$ cat src/rtl/y_alu_pkg.sv
// Shared constants for the ALU issue stage: ALU op codes, opcode/funct
// encodings and the issue FSM state enum.
package y_alu_pkg;

  localparam logic [2:0] ALU_AND = 3'b000;
  localparam logic [2:0] ALU_OR  = 3'b001;
  localparam logic [2:0] ALU_ADD = 3'b010;
  localparam logic [2:0] ALU_SUB = 3'b110;
  localparam logic [2:0] ALU_SLT = 3'b111;

  localparam logic [5:0] OPC_RTYPE = 6'h00;
  localparam logic [5:0] OPC_BEQ   = 6'h04;
  localparam logic [5:0] OPC_BNE   = 6'h05;
  localparam logic [5:0] OPC_ADDI  = 6'h08;

  localparam logic [5:0] FN_ADD = 6'h20;
  localparam logic [5:0] FN_SUB = 6'h22;
  localparam logic [5:0] FN_AND = 6'h24;
  localparam logic [5:0] FN_OR  = 6'h25;
  localparam logic [5:0] FN_SLT = 6'h2A;

  typedef enum logic [1:0] {
    IDLE  = 2'd0,
    ISSUE = 2'd1,
    RESP  = 2'd2
  } state_e;

endpackage

$ cat src/rtl/y_alu_decode.sv
// Combinational instruction decode: opcode/funct -> ALU op, immediate
// select, branch flags and unsupported-instruction error.
// Optional feature: Y_ALU_ISSUE_BNE_EN enables bne decode.
module y_alu_decode
  import y_alu_pkg::*;
(
  input  logic [5:0] opcode_i,
  input  logic [5:0] funct_i,
  output logic [2:0] op_o,
  output logic       use_imm_o,
  output logic       is_branch_o,
  output logic       br_inv_o,
  output logic       err_o
);

  // Map the instruction fields onto the external ALU controls.
  always_comb begin
    op_o        = ALU_AND;
    use_imm_o   = 1'b0;
    is_branch_o = 1'b0;
    br_inv_o    = 1'b0;
    err_o       = 1'b0;
    case (opcode_i)
      OPC_RTYPE: begin
        case (funct_i)
          FN_ADD:  op_o = ALU_ADD;
          FN_SUB:  op_o = ALU_SUB;
          FN_AND:  op_o = ALU_AND;
          FN_OR:   op_o = ALU_OR;
          FN_SLT:  op_o = ALU_SLT;
          default: err_o = 1'b1;
        endcase
      end
      OPC_ADDI: begin
        op_o      = ALU_ADD;
        use_imm_o = 1'b1;
      end
      OPC_BEQ: begin
        op_o        = ALU_SUB;
        is_branch_o = 1'b1;
      end
`ifdef Y_ALU_ISSUE_BNE_EN
      OPC_BNE: begin
        op_o        = ALU_SUB;
        is_branch_o = 1'b1;
        br_inv_o    = 1'b1;
      end
`endif
      default: err_o = 1'b1;
    endcase
  end

endmodule

$ cat src/rtl/y_alu_issue.sv
// ALU issue stage: accepts one request in IDLE, drives the external
// combinational ALU for one ISSUE cycle, then holds the response in RESP
// until it is taken. Unsupported instructions skip ISSUE and respond
// with rsp_err. Optional feature: Y_ALU_ISSUE_BNE_EN (bne decode).
module y_alu_issue
  import y_alu_pkg::*;
#(
  parameter int WIDTH = 32
) (
  input  logic             clk,
  input  logic             rst_n,
  input  logic             req_valid,
  output logic             req_ready,
  input  logic [5:0]       req_opcode,
  input  logic [5:0]       req_funct,
  input  logic [WIDTH-1:0] req_a,
  input  logic [WIDTH-1:0] req_b,
  input  logic [15:0]      req_imm,
  output logic [WIDTH-1:0] alu_a,
  output logic [WIDTH-1:0] alu_b,
  output logic [2:0]       alu_op,
  input  logic [WIDTH-1:0] alu_z,
  input  logic             alu_zero,
  output logic             rsp_valid,
  input  logic             rsp_ready,
  output logic [WIDTH-1:0] rsp_z,
  output logic             rsp_zero,
  output logic             rsp_taken,
  output logic             rsp_err
);

  state_e           state_q, state_d;
  logic [WIDTH-1:0] a_q, b_q;
  logic [2:0]       op_q;
  logic             br_q, inv_q;
  logic [WIDTH-1:0] z_q;
  logic             zero_q, taken_q, err_q;

  logic [2:0] dec_op;
  logic       dec_imm, dec_br, dec_inv, dec_err;
  logic       accept;

  y_alu_decode u_dec (
    .opcode_i    (req_opcode),
    .funct_i     (req_funct),
    .op_o        (dec_op),
    .use_imm_o   (dec_imm),
    .is_branch_o (dec_br),
    .br_inv_o    (dec_inv),
    .err_o       (dec_err)
  );

  assign accept = req_valid && (state_q == IDLE);

  // State register.
  always_ff @(posedge clk or negedge rst_n) begin
    if (!rst_n) state_q <= IDLE;
    else        state_q <= state_d;
  end

  // Next state and handshake/ALU outputs; ALU controls are zero outside ISSUE.
  always_comb begin
    state_d   = state_q;
    req_ready = 1'b0;
    rsp_valid = 1'b0;
    alu_a     = '0;
    alu_b     = '0;
    alu_op    = '0;
    case (state_q)
      IDLE: begin
        req_ready = 1'b1;
        if (req_valid) state_d = dec_err ? RESP : ISSUE;
      end
      ISSUE: begin
        alu_a   = a_q;
        alu_b   = b_q;
        alu_op  = op_q;
        state_d = RESP;
      end
      RESP: begin
        rsp_valid = 1'b1;
        if (rsp_ready) state_d = IDLE;
      end
      default: state_d = IDLE;
    endcase
  end

  // Operand capture at acceptance and result capture at the end of ISSUE.
  always_ff @(posedge clk or negedge rst_n) begin
    if (!rst_n) begin
      a_q     <= '0;
      b_q     <= '0;
      op_q    <= '0;
      br_q    <= 1'b0;
      inv_q   <= 1'b0;
      z_q     <= '0;
      zero_q  <= 1'b0;
      taken_q <= 1'b0;
      err_q   <= 1'b0;
    end else if (accept) begin
      a_q   <= req_a;
      b_q   <= dec_imm ? WIDTH'($signed(req_imm)) : req_b;
      op_q  <= dec_op;
      br_q  <= dec_br;
      inv_q <= dec_inv;
      // An unsupported request goes straight to RESP with a cleared result.
      z_q     <= '0;
      zero_q  <= 1'b0;
      taken_q <= 1'b0;
      err_q   <= dec_err;
    end else if (state_q == ISSUE) begin
      z_q     <= alu_z;
      zero_q  <= alu_zero;
      taken_q <= br_q & (alu_zero ^ inv_q);
      err_q   <= 1'b0;
    end
  end

  assign rsp_z     = z_q;
  assign rsp_zero  = zero_q;
  assign rsp_taken = taken_q;
  assign rsp_err   = err_q;

endmodule

$ cat config.mk
export PLATFORM = sky130hd
export DESIGN_NAME = y_alu_issue
export DESIGN_NICKNAME = d
export VERILOG_FILES = /design/src/rtl/y_alu_pkg.sv /design/src/rtl/y_alu_decode.sv /design/src/rtl/y_alu_issue.sv
export SDC_FILE = /design/constraint.sdc
export NUM_CORES = 1
export LEC_CHECK = 0
export CORE_MARGIN = 2
export CORE_UTILIZATION = 43
export CTS_CLUSTER_DIAMETER = 200
export CTS_CLUSTER_SIZE = 14
export DETAILED_ROUTE_END_ITERATION = 10
export HOLD_SLACK_MARGIN = 0.08
export MAX_ROUTING_LAYER = met4
export PLACE_DENSITY = 0.86
export SYNTH_ARGS = -nofsm -noshare
export SYNTH_HDL_FRONTEND = slang
export SYNTH_SLANG_ARGS = --single-unit
export TNS_END_PERCENT = 10
$ cat constraint.sdc
create_clock -name clk -period 4.49 [get_ports clk]
set_input_delay 1.1225 -clock clk [delete_from_list [all_inputs] [get_ports clk]]
set_output_delay 1.1225 -clock clk [all_outputs]
set_load 0.03 [all_outputs]
======== After elaboration in Yosys (flattened, before gate mapping) ========
Index checks and enable logic that the tools add are counted.
W data, S select, Z words.
word-level totals
  word-level logic and storage cells ...... 52
  output and inout bits ................... 104
  flip-flop bits (word level) ............. 105
operators by class
  bitwise operators ....................... 1
  muxes and demuxes ....................... 24
  reductions and logical operators ........ 7
  equality and inequality tests ........... 11
operator list
  cell                  number
  $mux W32              5
  $eq A6 B6 Y1 const B  5
  $pmux W3 S4           1
  $mux W1               11
  $pmux W3 S3           1
  $eq A6 B3 Y1 const B  1
  $eq A6 B4 Y1 const B  1
  $logic_not A6 Y1      1
  $mux W2               3
  $pmux W2 S3           1
  $reduce_or A5 Y1      1
  $ne A2 B2 Y1 const B  2
  $mux W3               1
  $eq A2 B1 Y1 const B  1
  $eq A2 B2 Y1 const B  1
  $logic_not A2 Y1      1
  $pmux W1 S2           1
  $reduce_and A2 Y1     1
  $reduce_bool A2 Y1    1
  $reduce_or A2 Y1      1
  $and A1 B1 Y1         1
  $logic_and A1 B1 Y1   1

======== Longest topological paths before layout ========
  depth after elaboration ................. 7
  gate-level depth with buffers ........... 8
  gate-level depth less buffers ........... 4

======== Cells and area by module ========
A second synthesis with hierarchy kept.
second synthesis, totals
  cell total of the unflattened synthesis .. 445
  area total of the unflattened synthesis .. 5348.9 um^2
modules (own cells, without submodules)
  module        cells an instance  area an instance (um^2)  times used  seq. area each (um^2)
  y_alu_issue   422                5192.5                   1           2652.5
  y_alu_decode  23                 156.4                    1           0.0

======== Worst setup path after synthesis ========
Ideal clock, no wire load.
  path kind ............................... input to register
  start ................................... input port req_opcode[5]
  end ..................................... register b_q[19]
  slack ................................... 1.614 ns
  setup time .............................. 0.077 ns
  data arrival time ....................... 2.799 ns
  data required time ...................... 4.413 ns
  path buffers ............................ 4
  stages on the path ...................... 8
  cells stage by stage .................... or4_1 > buf_2 > or3b_1 > buf_2 > o21a_1 > buf_6 > buf_6 > a21oi_1
on the way
  longest elaborated chain between the ends .. 3
ends and longest elaborated chain
  item                  line                source
  from (decl)           y_alu_issue.sv:14   input logic [5:0] req_opcode,
  $eq A6 B4 Y1          y_alu_decode.sv:23  case (opcode_i)
  $mux W1               y_alu_decode.sv:23
  $mux W32              y_alu_issue.sv:102  b_q <= dec_imm ? WIDTH'($signed(req_imm)) : req_b;
  to (signal assigned)  y_alu_issue.sv:102
  to (decl)             y_alu_issue.sv:33   logic [WIDTH-1:0] a_q, b_q;
Every way passes these cells.
A chain may end at the register's enable or synchronous reset.

======== Final worst setup path ========
  start ................................... register state_q[1]
  end ..................................... output port alu_b[1]
on the way
  longest elaborated chain between the ends .. 2
ends and longest elaborated chain
  item                    line               source
  from (decl)             y_alu_issue.sv:32  state_e state_q, state_d;
  from (signal assigned)  y_alu_issue.sv:58  else state_q <= state_d;
  $eq A2 B1 Y1            y_alu_issue.sv:69  case (state_q)
  $mux W32                y_alu_issue.sv:69
  to (decl)               y_alu_issue.sv:20  output logic [WIDTH-1:0] alu_b,
Every way passes these cells.

==> run summary <==
CP max stage cell - clkdlybuf4s50_1
initial DRC count - 212
I/O pins - 233
CP Launch Type - flip-flop
CTS Hold Buffers Added - 0
Final Hold Fails - 0
Slew headroom - 0.601
num rows - 37
CP Data Arrival Time - 2350 ps
DR WL/cell - 16.2 um
first-pass GRT wire length - 20.6 mm
1st-pass router iterations - 4
yosys warns - 0
setup bufs post-CTS - 0
Hold Crit Class - flip-flop to flip-flop
initial antenna violation count - 0
Syn Area/Cell - 9.75 um2
Post-Syn Nets - 599
total number of vias - 4193
Mapped Area - 4580 um2
Leak - 3.34 nW
hpwl dp - 10.0 mm
H-tree depth - 3
clk_skew - 9.64 ps
vias in the first global route - 4175
setup TNS - 0 ps
maxcap violations - 0
largest fanout on the critical path - 66
Antenna Violating Nets Remaining - 0
CTS tree - yes
Seq/Total Area, Yosys - 0.573
CP Class - flip-flop to output port
final WL - 13.4 mm
setup violators final - 0
Synth cell types - 28
Critical Path RT - 3370 ps
clk buf depth - 2
CTS Buf Count - 9
Core ar. - 10300 um2
RSZ-0062 raised after global routing - no
Slew @ Worst Pin - 599 ps
family with the most delay on the worst path - buffers and inverters
slowest cell delay on critical path - 690 ps
Resize count post-CTS - 0
Syn-to-layout area delta - 57.3%
CP endpoint kind - output port
Cells after Synth - 470
outcome - completed
fin crit period - 3470 ps
total power - 2.18 mW
register bit total from synthesis - 105
grt ovf - 0
Final Instance Count excl. Fillers - 827
placed insts - 811
f_max - 288 MHz
ant diodes - 0
Sink Count - 105
critical-path cell list - nor2b_4, buf_4, and2_1, clkdlybuf4s50_1
chip height - 107 um
DRC - 0
Total GRT Usage - 0.237
P per Cell Area - 302 nW/um2
worst ir drop on vdd - 0.000168 V
WP buf/inv - 2
I/O Buffers - 232
Initial Util - 0.444
pin count of the biggest net entering global routing - 67
die width - 107 um
max-slew violations - 0
root buf cell - clkbuf_8
worst-skew pair later-pin latency - 370 ps
layout cells sized above 1 - 0.0420
GP Congestion - 0.861
routed vias/inst - 5.07
full die area - 11500 um2
final worst-path cycle share - 0.774
Nets - 815
Clock Pin Slew Worst Setup and Hold Paths - 100 ps
## cell families (layout without fill, tap and decap cells)
group	Yosys count	count (layout)	synth area share
AOI/OAI and AO/OA	80	80	0.123
buffers and inverters	37	258	0.0344
DFF	105	105	0.573
muxes	16	16	0.0350
and+or+nand+nor	232	232	0.235
## synth_stat cells
| library cell | number | area (um2) |
|---|---|---|
| a2111oi_0 | 1 | 8.76 |
| a211oi_1 | 1 | 7.51 |
| a21o_1 | 1 | 7.51 |
| a21oi_1 | 18 | 90.1 |
| a22o_1 | 33 | 289 |
| a311oi_1 | 2 | 17.5 |
| a31oi_1 | 2 | 12.5 |
| a32o_1 | 2 | 20.0 |
| and2_1 | 69 | 432 |
| buf_1 | 1 | 3.75 |
| buf_2 | 3 | 15.0 |
| buf_6 | 2 | 22.5 |
| clkbuf_1 | 29 | 109 |
| dfrtp_1 | 105 | 2630 |
| inv_1 | 2 | 7.51 |
| mux2i_1 | 16 | 160 |
| nand2_1 | 133 | 499 |
| nand2b_1 | 2 | 12.5 |
| nor2_1 | 20 | 75.1 |
| nor2b_1 | 4 | 25.0 |
| nor3_1 | 1 | 5.00 |
| nor4bb_1 | 1 | 10.0 |
| o21a_1 | 1 | 7.51 |
| o21ai_0 | 17 | 85.1 |
| o31ai_1 | 1 | 7.51 |
| o41ai_1 | 1 | 8.76 |
| or3b_1 | 1 | 8.76 |
| or4_1 | 1 | 7.51 |
## final timing paths
path	from	to	slack, ps	cells after the start
max	state_q[1]	alu_b[1]	1020	4
min	a_q[10]	a_q[10]	480	2
max reg2reg	state_q[1]	b_q[15]	2730	4
min reg2reg	a_q[10]	a_q[10]	480	2
max in group asynchronous	rst_n	a_q[2]	2900	2
min in group asynchronous	rst_n	a_q[28]	740	1
## report_power, final
group          internal [mW]  switching, mW  leakage (nW)
combinational          0.201          0.208          1.90
clock                  0.270          0.341         0.107
sequential              1.09         0.0727          1.33
## sequential cells by signal, indices dropped and copies added (netlist names)
| register | count |
|---|---|
| a_q | 32 |
| b_q | 32 |
| br_q | 1 |
| op_q | 3 |
| rsp_err | 1 |
| rsp_taken | 1 |
| rsp_z | 32 |
| rsp_zero | 1 |
| state_q | 2 |
## metal layers
metal  up-vias  track usage  part of all wire
met3        28       0.0638             0.080
li1       1978            -                 -
met5         -            -                 0
met4         0       0.0742             0.025
met2       183        0.400              0.50
met1      2004        0.278              0.40
## worst min-delay path: cells and delay by family, from the launching register on
family        cells  cell delay (ps)
flops             1              350
simple gates      2              100
## final cells by class
type	count	area [um2]
multi-input cells	328	1810
fillers	763	3120
repair buffers	240	2380
inverters	2	7.51
clock inverters	7	87.6
clock buffers	9	124
well taps	136	170
flip-flops and latches	105	2630
## layout by cell type, fill, tap and decap left out
| cell | count |
|---|---|
| and2_1 | 68 |
| buf_4 | 9 |
| nor2b_2 | 1 |
| nor3_1 | 1 |
| a311oi_1 | 2 |
| a22o_1 | 33 |
| o31ai_1 | 1 |
| a21oi_1 | 18 |
| o21a_1 | 1 |
| or4_1 | 1 |
| inv_1 | 2 |
| nor2b_1 | 2 |
| nor2b_4 | 1 |
| nor4bb_1 | 1 |
| a2111oi_0 | 1 |
| and2_2 | 1 |
| nand2_2 | 1 |
| nand2_1 | 132 |
| clkbuf_8 | 9 |
| a32o_1 | 2 |
| or3b_1 | 1 |
| bufinv_16 | 1 |
| mux2i_1 | 16 |
| o21ai_0 | 17 |
| a21o_1 | 1 |
| a31oi_1 | 2 |
| dfrtp_1 | 105 |
| a211oi_1 | 1 |
| clkdlybuf4s50_1 | 231 |
| nand2b_1 | 2 |
| inv_8 | 2 |
| clkinv_4 | 4 |
| o41ai_1 | 1 |
| nor2_1 | 20 |
## metrics by stage
stage	utilization	instance area, um2	worst slack [ps]	hold WS [ps]
global placement	0.678	7000	964	449
finish	0.698	7210	1020	476
detailed placement	0.678	7000	889	454
global route	0.698	7210	891	500
CTS	0.698	7210	996	477
floorplan	-	4580	1610	435
No activity file was read; power rests on OpenSTA's default activity.
